===== config.mk =====
export PLATFORM = sky130hd
export DESIGN_NAME = ddr_port_arbiter
export DESIGN_NICKNAME = d
export VERILOG_FILES = /design/src/rtl/ddr_arb_pkg.sv /design/src/rtl/ddr_arb_tag_fifo.sv /design/src/rtl/ddr_port_arbiter.sv
export SDC_FILE = /design/constraint.sdc
export NUM_CORES = 1
export LEC_CHECK = 0
export ABC_CLOCK_PERIOD_IN_PS = 11000
export CAP_MARGIN = 15
export CORE_AREA = 2 2 651 653
export CTS_CLUSTER_SIZE = 10
export DETAILED_ROUTE_END_ITERATION = 6
export DIE_AREA = 0 0 653 655
export PLACE_DENSITY = 0.3
export SLEW_MARGIN = 25
export SYNTH_ARGS = -nofsm -noshare
export SYNTH_HDL_FRONTEND = slang
export SYNTH_SLANG_ARGS = --single-unit

===== constraint.sdc =====
create_clock -name clk -period 11 [get_ports clk]
set_input_delay 2.2 -clock clk [delete_from_list [all_inputs] [get_ports clk]]
set_output_delay 2.2 -clock clk [all_outputs]
set_load 0.05 [all_outputs]

===== src/rtl/ddr_arb_pkg.sv =====
`default_nettype none
// +----------------------------------------------------------------------------+
// | ddr_arb_pkg : shared sizing constants and round-robin helper               |
// | Rev 1.0                                                                    |
// +----------------------------------------------------------------------------+
package ddr_arb_pkg;

   localparam int MAX_PORTS = 8;
   localparam int PTR_W     = $clog2(MAX_PORTS);

   function automatic int tag_w(input int num_ports);
      return (num_ports > 1) ? $clog2(num_ports) : 1;
   endfunction

   function automatic logic [PTR_W-1:0] rr_next(input logic [PTR_W-1:0] ptr,
                                                input int num_ports);
      if (int'(ptr) >= num_ports - 1)
         return '0;
      return ptr + PTR_W'(1);
   endfunction

endpackage
`default_nettype wire


===== src/rtl/ddr_arb_tag_fifo.sv =====
`default_nettype none
// +----------------------------------------------------------------------------+
// | ddr_arb_tag_fifo : synchronous FIFO of port tags for in-order read return  |
// | Rev 1.0                                                                    |
// +----------------------------------------------------------------------------+
module ddr_arb_tag_fifo #(
   parameter int WIDTH = 2,
   parameter int DEPTH = 16
) (
   input  logic                       clk,
   input  logic                       rst_n,
   input  logic                       push,
   input  logic [WIDTH-1:0]           push_data,
   input  logic                       pop,
   output logic [WIDTH-1:0]           head,
   output logic                       full,
   output logic                       empty,
   output logic [$clog2(DEPTH):0]     count
);

   localparam int IDX_W = $clog2(DEPTH);
   localparam int CNT_W = IDX_W + 1;

   logic [WIDTH-1:0] mem_q [DEPTH];
   logic [IDX_W-1:0] wr_ptr_q, wr_ptr_d;
   logic [IDX_W-1:0] rd_ptr_q, rd_ptr_d;
   logic [CNT_W-1:0] count_q, count_d;
   logic             do_push, do_pop;

   assign full  = (count_q == CNT_W'(DEPTH));
   assign empty = (count_q == '0);
   assign count = count_q;
   assign head  = mem_q[rd_ptr_q];

   // A pop in the same cycle lets a push land even when full.
   always_comb begin
      do_pop   = pop & ~empty;
      do_push  = push & (~full | do_pop);
      wr_ptr_d = wr_ptr_q + IDX_W'(do_push);
      rd_ptr_d = rd_ptr_q + IDX_W'(do_pop);
      count_d  = count_q + CNT_W'(do_push) - CNT_W'(do_pop);
   end

   always_ff @(posedge clk) begin
      if (do_push)
         mem_q[wr_ptr_q] <= push_data;
   end

   always_ff @(posedge clk or negedge rst_n) begin
      if (!rst_n) begin
         wr_ptr_q <= '0;
         rd_ptr_q <= '0;
         count_q  <= '0;
      end else begin
         wr_ptr_q <= wr_ptr_d;
         rd_ptr_q <= rd_ptr_d;
         count_q  <= count_d;
      end
   end

endmodule
`default_nettype wire


===== src/rtl/ddr_port_arbiter.sv =====
`default_nettype none
// +----------------------------------------------------------------------------+
// | ddr_port_arbiter : round-robin share of the DDR user port, tagged returns  |
// | Optional DDR_ARB_PERF_CNT_EN adds grant/stall counters.   Rev 1.0          |
// +----------------------------------------------------------------------------+
module ddr_port_arbiter
   import ddr_arb_pkg::*;
#(
   parameter int NUM_PORTS  = 3,
   parameter int ADDR_WIDTH = 25,
   parameter int DATA_WIDTH = 256,
   parameter int RD_OUTST   = 16
) (
   input  logic                            clk,
   input  logic                            rst_n,
   input  logic [NUM_PORTS-1:0]            p_req,
   input  logic [NUM_PORTS-1:0]            p_we,
   input  logic [NUM_PORTS*ADDR_WIDTH-1:0] p_addr,
   input  logic [NUM_PORTS*DATA_WIDTH-1:0] p_wdata,
   output logic [NUM_PORTS-1:0]            p_gnt,
   output logic [NUM_PORTS-1:0]            p_rvalid,
   output logic [DATA_WIDTH-1:0]           p_rdata,
   output logic                            ddr_wr_en,
   output logic [ADDR_WIDTH-1:0]           ddr_wr_addr,
   output logic [DATA_WIDTH-1:0]           ddr_wr_data,
   output logic                            ddr_rd_en,
   output logic [ADDR_WIDTH-1:0]           ddr_rd_addr,
   input  logic                            ddr_wr_busy,
   input  logic                            ddr_rd_busy,
   input  logic [DATA_WIDTH-1:0]           ddr_rd_data,
   input  logic                            ddr_rd_data_valid,
   output logic [$clog2(RD_OUTST):0]       rd_outstanding,
   output logic                            err_orphan_rd
`ifdef DDR_ARB_PERF_CNT_EN
   ,
   output logic [NUM_PORTS*32-1:0]         perf_gnt_cnt,
   output logic [31:0]                     perf_stall_cnt
`endif
);

   localparam int TAG_W = tag_w(NUM_PORTS);

   logic [PTR_W-1:0]      rr_ptr_q, rr_ptr_d;
   logic [PTR_W-1:0]      cand, win;
   logic                  found;
   logic [NUM_PORTS-1:0]  elig;
   logic                  sel_we;
   logic [ADDR_WIDTH-1:0] sel_addr;
   logic [DATA_WIDTH-1:0] sel_wdata;
   logic                  tag_full, tag_empty, tag_pop;
   logic [TAG_W-1:0]      tag_head;
   logic                  err_orphan_q, err_orphan_d;

   always_comb begin
      elig = p_req & ((p_we & {NUM_PORTS{~ddr_wr_busy}}) |
                      (~p_we & {NUM_PORTS{~ddr_rd_busy & ~tag_full}}));
      found = 1'b0;
      win   = '0;
      cand  = rr_ptr_q;
      // Walk rr_ptr+1, rr_ptr+2, ... and keep the first eligible port.
      for (int k = 0; k < NUM_PORTS; k++) begin
         cand = rr_next(cand, NUM_PORTS);
         for (int j = 0; j < NUM_PORTS; j++) begin
            if (!found && elig[j] && cand == PTR_W'(j)) begin
               found = 1'b1;
               win   = cand;
            end
         end
      end
   end

   always_comb begin
      p_gnt     = '0;
      sel_we    = 1'b0;
      sel_addr  = '0;
      sel_wdata = '0;
      for (int j = 0; j < NUM_PORTS; j++) begin
         if (found && win == PTR_W'(j)) begin
            p_gnt[j]  = 1'b1;
            sel_we    = p_we[j];
            sel_addr  = p_addr[j*ADDR_WIDTH +: ADDR_WIDTH];
            sel_wdata = p_wdata[j*DATA_WIDTH +: DATA_WIDTH];
         end
      end
      ddr_wr_en   = found & sel_we;
      ddr_rd_en   = found & ~sel_we;
      ddr_wr_addr = ddr_wr_en ? sel_addr  : '0;
      ddr_wr_data = ddr_wr_en ? sel_wdata : '0;
      ddr_rd_addr = ddr_rd_en ? sel_addr  : '0;
      rr_ptr_d    = found ? win : rr_ptr_q;
   end

   always_comb begin
      tag_pop      = ddr_rd_data_valid & ~tag_empty;
      p_rvalid     = '0;
      for (int j = 0; j < NUM_PORTS; j++)
         p_rvalid[j] = tag_pop && (tag_head == TAG_W'(j));
      p_rdata      = tag_pop ? ddr_rd_data : '0;
      err_orphan_d = err_orphan_q | (ddr_rd_data_valid & tag_empty);
   end

   assign err_orphan_rd = err_orphan_q;

   ddr_arb_tag_fifo #(
      .WIDTH (TAG_W),
      .DEPTH (RD_OUTST)
   ) u_tag_fifo (
      .clk       (clk),
      .rst_n     (rst_n),
      .push      (ddr_rd_en),
      .push_data (win[TAG_W-1:0]),
      .pop       (tag_pop),
      .head      (tag_head),
      .full      (tag_full),
      .empty     (tag_empty),
      .count     (rd_outstanding)
   );

   always_ff @(posedge clk or negedge rst_n) begin
      if (!rst_n) begin
         rr_ptr_q     <= PTR_W'(NUM_PORTS - 1);
         err_orphan_q <= 1'b0;
      end else begin
         rr_ptr_q     <= rr_ptr_d;
         err_orphan_q <= err_orphan_d;
      end
   end

`ifdef DDR_ARB_PERF_CNT_EN
   logic [31:0] gnt_cnt_q [NUM_PORTS];
   logic [31:0] gnt_cnt_d [NUM_PORTS];
   logic [31:0] stall_cnt_q, stall_cnt_d;

   always_comb begin
      for (int j = 0; j < NUM_PORTS; j++)
         gnt_cnt_d[j] = gnt_cnt_q[j] + {31'b0, p_gnt[j]};
      stall_cnt_d = stall_cnt_q + {31'b0, (|p_req) & ~found};
   end

   always_ff @(posedge clk or negedge rst_n) begin
      if (!rst_n) begin
         for (int j = 0; j < NUM_PORTS; j++)
            gnt_cnt_q[j] <= '0;
         stall_cnt_q <= '0;
      end else begin
         for (int j = 0; j < NUM_PORTS; j++)
            gnt_cnt_q[j] <= gnt_cnt_d[j];
         stall_cnt_q <= stall_cnt_d;
      end
   end

   for (genvar g = 0; g < NUM_PORTS; g++) begin : g_perf_out
      assign perf_gnt_cnt[g*32 +: 32] = gnt_cnt_q[g];
   end
   assign perf_stall_cnt = stall_cnt_q;
`endif

endmodule
`default_nettype wire


Yosys cells after proc, flatten, opt, wreduce, memory -nomap -nowiden --
Memory sizes are Yosys's and may differ from the RTL's. Cells that the tools add are included.
Operators by class: $add $sub $neg 7, order comparisons 3, equal/unequal tests 11, muxes and demuxes 45, bitwise gates (word level) 19, reduce and logical (&&, ||, !) cells 37
Operator list (count):
- 256-bit two-way mux | 5
- 25-bit two-way mux | 5
- 3-bit two-way mux | 15
- 1-bit logical AND | 23
- 1-bit two-way mux | 20
- 3-bit by 1-bit == test with 1-bit output (second input constant) | 4
- 3-bit by 2-bit == test with 1-bit output (second input constant) | 4
- 3-bit zero test | 4
- 3-bit by 1-bit adder with 3-bit output (second input constant) | 3
- 3-bit AND | 3
- 3-bit by 2-bit >= comparator with 1-bit output (second input constant) | 3
- 4-bit by 1-bit adder with 4-bit output | 2
- 1-bit zero test | 8
- 1-bit AND | 7
- 5-bit by 1-bit adder with 5-bit output | 1
- 5-bit == test (second input constant) | 1
- 5-bit zero test | 1
- 1-bit NOT | 5
- 5-bit by 1-bit subtractor with 5-bit output | 1
- 3-bit NOT | 1
- 3-bit OR | 1
- 2-bit by 1-bit == test with 1-bit output (second input constant) | 1
- 2-bit == test (second input constant) | 1
- 2-bit zero test | 1
- 1-bit OR | 2
Storage, ports and cells: register bits 17, memory bits (writable) 32, bits of input ports 1110, output and inout bits 576, word-level logic and storage cells 128, memories 1
Memories:
- u_tag_fifo.mem_q | depth 16, width 2, read ports 1, clocked after Yosys merged registers in 0, wr ports 1, line ddr_arb_tag_fifo.sv:24 | logic [WIDTH-1:0] mem_q [DEPTH];

Depth between registers and ports, before layout --
depth after elaboration 50, depth in mapped cells 27

Cells and area by module --
A second synthesis with hierarchy kept.
Second synthesis, totals: cell total of the unflattened synthesis 1221, area total of the unflattened synthesis 9012.4 um2
Modules (own cells, without submodules):
- ddr_port_arbiter | times used 1, cells an instance 1089, area each 6984.2 um2, seq. area each 101.3 um2
- ddr_arb_tag_fifo | times used 1, cells an instance 132, area each 2028.2 um2, seq. area each 1286.2 um2

Worst setup path before layout --
Ideal clock, no wire load.
path type input -> output, from input p_we[2], to output ddr_rd_addr[23], arrival 5.450 ns, path slack 3.350 ns, stages on the path 11, buffers on the path 5, cells stage by stage clkbuf_1 > o22ai_1 > a221o_1 > buf_2 > a2111o_1 > buf_2 > o211ai_2 > buf_2 > buf_1 > nand3_1 > a211oi_1
Between the ends: longest elaborated chain between the ends 39, elaborated cells between the ends (all ways) 54, classes of those cells eq/ne: 2; mux: 21; bitwise: 7; reduce/logical: 24
RTL lines:
- start, declared | line ddr_port_arbiter.sv:17 | input logic [NUM_PORTS-1:0] p_we,
- 3-bit NOT | line ddr_port_arbiter.sv:56 | (~p_we & {NUM_PORTS{~ddr_rd_busy & ~tag_full}}));
- 3-bit AND | line ddr_port_arbiter.sv:56
- 3-bit OR | line ddr_port_arbiter.sv:55 | elig = p_req & ((p_we & {NUM_PORTS{~ddr_wr_busy}}) |
- 3-bit AND | line ddr_port_arbiter.sv:55
- 1-bit logical AND (2 in a row) | line ddr_port_arbiter.sv:64 | if (!found && elig[j] && cand == PTR_W'(j)) begin
- 1-bit two-way mux | line ddr_port_arbiter.sv:64
- 1-bit zero test | line ddr_port_arbiter.sv:64
- 1-bit logical AND (2 in a row) | line ddr_port_arbiter.sv:64
- [18 not listed]
- 1-bit logical AND (2 in a row) | line ddr_port_arbiter.sv:64
- 3-bit two-way mux | line ddr_port_arbiter.sv:64
- 3-bit zero test | line ddr_port_arbiter.sv:78 | if (found && win == PTR_W'(j)) begin
- 1-bit logical AND | line ddr_port_arbiter.sv:78
- 1-bit two-way mux (3 in a row) | line ddr_port_arbiter.sv:78
- 1-bit NOT | line ddr_port_arbiter.sv:86 | ddr_rd_en = found & ~sel_we;
- 1-bit AND | line ddr_port_arbiter.sv:86
- 25-bit two-way mux (*) | line ddr_port_arbiter.sv:89 | ddr_rd_addr = ddr_rd_en ? sel_addr : '0;
- end, declared | line ddr_port_arbiter.sv:27 | output logic [ADDR_WIDTH-1:0] ddr_rd_addr,
Every way passes the cells marked *; elsewhere a longest branch is shown, timed or not.

Worst setup path after layout --
from input p_we[2], to output ddr_wr_data[66]
Between the ends: longest elaborated chain between the ends 38, elaborated cells between the ends (all ways) 53, classes of those cells eq/ne: 2; mux: 21; bitwise: 6; reduce/logical: 24
RTL lines:
- 3-bit NOT | line ddr_port_arbiter.sv:56
- 3-bit AND | line ddr_port_arbiter.sv:56
- 3-bit OR | line ddr_port_arbiter.sv:55
- 3-bit AND | line ddr_port_arbiter.sv:55
- 1-bit logical AND (2 in a row) | line ddr_port_arbiter.sv:64
- 1-bit two-way mux | line ddr_port_arbiter.sv:64
- 1-bit zero test | line ddr_port_arbiter.sv:64
- 1-bit logical AND (2 in a row) | line ddr_port_arbiter.sv:64
- [17 not listed]
- 1-bit zero test | line ddr_port_arbiter.sv:64
- 1-bit logical AND (2 in a row) | line ddr_port_arbiter.sv:64
- 3-bit two-way mux | line ddr_port_arbiter.sv:64
- 3-bit zero test | line ddr_port_arbiter.sv:78
- 1-bit logical AND | line ddr_port_arbiter.sv:78
- 1-bit two-way mux (3 in a row) | line ddr_port_arbiter.sv:78
- 1-bit AND | line ddr_port_arbiter.sv:85 | ddr_wr_en = found & sel_we;
- 256-bit two-way mux (*) | line ddr_port_arbiter.sv:88 | ddr_wr_data = ddr_wr_en ? sel_wdata : '0;
- end, declared | line ddr_port_arbiter.sv:25 | output logic [DATA_WIDTH-1:0] ddr_wr_data,
Marked as above.

==> results.sh <==
export IMPL_drc=0
export IMPL_cap_viol_max_count=0
export IMPL_cts_htree_levels=2
export IMPL_ys_seq_elements=49
export IMPL_fin_area_mm2=0.0418
export IMPL_combPwrFrac_pct=97.1
export IMPL_design_core_area_mm2=0.422
export IMPL_cts_hold_buffers=0
export IMPL_cts_setup_buffers=0
export IMPL_wl_per_cell_um=36.2
export IMPL_max_stage_delay_ns=0.87
export IMPL_power_frac_seq_pct=2.0
export IMPL_viasPerCell=3.16
export IMPL_critPathKind="input port to output port"
export IMPL_grt_max_degree=137
export IMPL_critical_path_top_delay_family="compound AO/OA/AOI/OAI gates"
export IMPL_hold_path_class="flop to flop"
export IMPL_grt_pass1_vias=29800
export IMPL_cts_clk_slew_worst_paths_ns=0.06
export IMPL_p_int_uw=5470
export IMPL_areaGrowthSynthToFinish_pct=154
export IMPL_worst_slew_pin_slew_ns=1.10
export IMPL_numCtsBuffers=5
export IMPL_async_reset_ff_share_pct=34.7
export IMPL_cp_cell_sequence="clkdlybuf4s50_1 -> o22ai_1 -> a221o_1 -> a2111o_2 -> o211ai_4 -> buf_4 -> nand3_4 -> buf_12 -> buf_12 -> a32oi_1 -> buf_12"
export IMPL_yosysUniqueCellTypes=56
export IMPL_rows=239
export IMPL_clock_path_buffers=2
export IMPL_crit_arrival_ns=7.06
export IMPL_clock_sinks=49
export IMPL_hold_violations=0
export IMPL_synth_nets=3725
export IMPL_use_met2_pct=29.6
export IMPL_outcome="finished, final reports clean"
export IMPL_top_usage_layer="met2"
export IMPL_grt_pass1_wl_um=412000
export IMPL_tns_ns=0
export IMPL_layout_drive_gt1_share_pct=11.5
export IMPL_ys_seq_area_share_pct=8.42
export IMPL_yosys_top_cells_count="811 x nand3_1, 514 x or3_1, 338 x clkbuf_1"
export IMPL_critPathMaxFanout=100
export IMPL_hpwl_um=302000
export IMPL_slew_headroom_pct=26.7
export IMPL_clock_power_share_pct=0.9
export IMPL_p_sw_uw=11600
export IMPL_synth_top_area_share_pct=24.6
export IMPL_dpl_cell_area_mm2=0.0415
export IMPL_cp_required_ns=8.80
export IMPL_power_leakage_uw=0.0131
export IMPL_first_pass_iters=6
export IMPL_grt_overflow_total=0
export IMPL_drt_iter0_drc=2665
export IMPL_grt_util_met3_pct=5.27
export IMPL_synth_warnings=0
export IMPL_cts_resized=0
export IMPL_synth_top_cell_by_area="nand3_1"
export IMPL_cpMaxStageDelayCell="a32oi_1"
export IMPL_finalSetupViolCount=0
export IMPL_finalWirelength_um=346000
export IMPL_place_gp_congestion=0.950
export IMPL_nets=5090
export IMPL_period_share_pct=84.2
export IMPL_maxSlewViolCount=0
export IMPL_crit_path_frequent_cell="buf_12"
export IMPL_antenna_found_initial=281
export IMPL_die_area_mm2=0.428
export IMPL_swShare_pct=67.9
export IMPL_cts_tree="yes"
export IMPL_initial_core_util_pct=3.91
export IMPL_clk_insertion_delay_late_ns=0.29
export IMPL_power_density_mw_per_mm2=407
export IMPL_ant_nets=0
export IMPL_rsz0062_at_grt="false"
export IMPL_use_met1_pct=15.1
export IMPL_ir_drop_mv=0.363
export IMPL_fin_util_pct=9.92
export IMPL_max_freq_ghz=0.108
export IMPL_synth_cells=2594
export IMPL_ys_top_cells_by_area="nand3_1 25%, or3_1 20%, a32oi_1 14%, and2_1 9.9%, clkbuf_1 7.7%"
export IMPL_port_buffers=1685
export IMPL_critPathBufInv=5
export IMPL_start_kind="input port"
export IMPL_clock_skew_final_ns=0.00796
export IMPL_power_total_uw=17100
export IMPL_grt_use_total_pct=15.3
export IMPL_die_h_um=655
export IMPL_synth_most_common_cell="nand3_1"
export IMPL_clockRootBuffer="clkbuf_16"
export IMPL_fin_crit_ns=9.26
export IMPL_synthFlopType="edfxtp_1"
export IMPL_synth_area_mm2=0.0165
export IMPL_via_count=30200
export IMPL_hold_slack_ns=0.460
export IMPL_avgSynthCellArea_um2=6.35
export IMPL_die_w_um=653
export IMPL_cp_end_kind="output port"
export IMPL_synth_edf_count=32
export IMPL_ios=1686
## layer usage
| metal | vias up | part of all wire [%] |
|---|---|---|
| met5 | - | 0.38 |
| met4 | 202 | 3.7 |
| met3 | 581 | 8.6 |
| met2 | 1678 | 54 |
| met1 | 15000 | 33 |
| li1 | 12800 | - |
## cells in the final DEF, fill, tap and decap left out, types with 3 or more instances in the layout
cell             instances
nand4_1                 31
clkdlybuf4s50_1       1375
clkbuf_16                5
a22oi_1                 25
a211oi_1                25
nand3_1                810
xnor2_1                  4
buf_12                 232
xor2_1                   4
a21bo_2                 25
diode_2                 76
a21oi_1                  7
nand2_1                 15
o31ai_1                 25
nand3b_1                 3
buf_2                    4
or3_1                  513
a21o_1                   3
nor3b_1                  4
nor3_1                  18
nor2_1                  10
edfxtp_1                32
nor2b_1                  5
a32oi_1                256
and2_1                 262
inv_1                   17
dfrtp_1                 16
buf_4                  158
mux4_2                  10
ha_1                    20
## cell type report
type                    count  area (um^2)
multi-input cells        2115        13500
inverters                  19         83.8
diodes                     76          190
repair buffers           1769        19600
flip-flops and latches     49         1390
clock buffers               7          133
well taps                5543         6940
fillers                 49200       380000
clock inverters             1         7.51
## metrics by stage
step                      cells  setup slack (ns)
after floorplan            2594              3.35
after global placement     9495              1.47
after detailed placement   9495              1.57
after CTS                  9503              1.53
after global routing       9534              1.46
final                      9579              1.74
## final timing paths
path | startpoint | endpoint | slack [ns] | depth (start not counted)
max | p_we[2] | ddr_wr_data[66] | 1.74 | 11
min | err_orphan_rd | err_orphan_rd | 0.46 | 1
max reg2reg | rr_ptr_q[0] | u_tag_fifo.count[4] | 4.50 | 23
min reg2reg | err_orphan_rd | err_orphan_rd | 0.46 | 1
max in group asynchronous | rst_n | u_tag_fifo.count[0] | 8.07 | 1
min in group asynchronous | rst_n | err_orphan_rd | 2.40 | 1
## cell families after synthesis
kind of cell / Yosys count / synth area share, %
compound gates: 391 / 20.4
xor+xnor: 8 / 0.425
fa+ha+maj: 21 / 1.64
buf+inv: 430 / 10.2
flops: 49 / 8.42
mux: 11 / 1.43
simple gates: 1684 / 57.4
## power groups by stage
stage / combinational (uW) / sequential [uW] / clock [uW]
2_1_floorplan: 8370 / 362 / 0
3_3_place_gp: 17000 / 352 / 0
3_5_place_dp: 16900 / 353 / 0
4_1_cts: 16900 / 350 / 153
5_1_grt: 17300 / 358 / 160
6_report: 16600 / 347 / 147
## state kept, by name, summed over array words and instances (netlist names)
register	count
u_tag_fifo.mem_q	32
u_tag_fifo.count	5
u_tag_fifo.rd_ptr_q	4
u_tag_fifo.wr_ptr_q	4
rr_ptr_q	3
err_orphan_rd	1
Note: power is estimated with default switching activity, not from simulation.
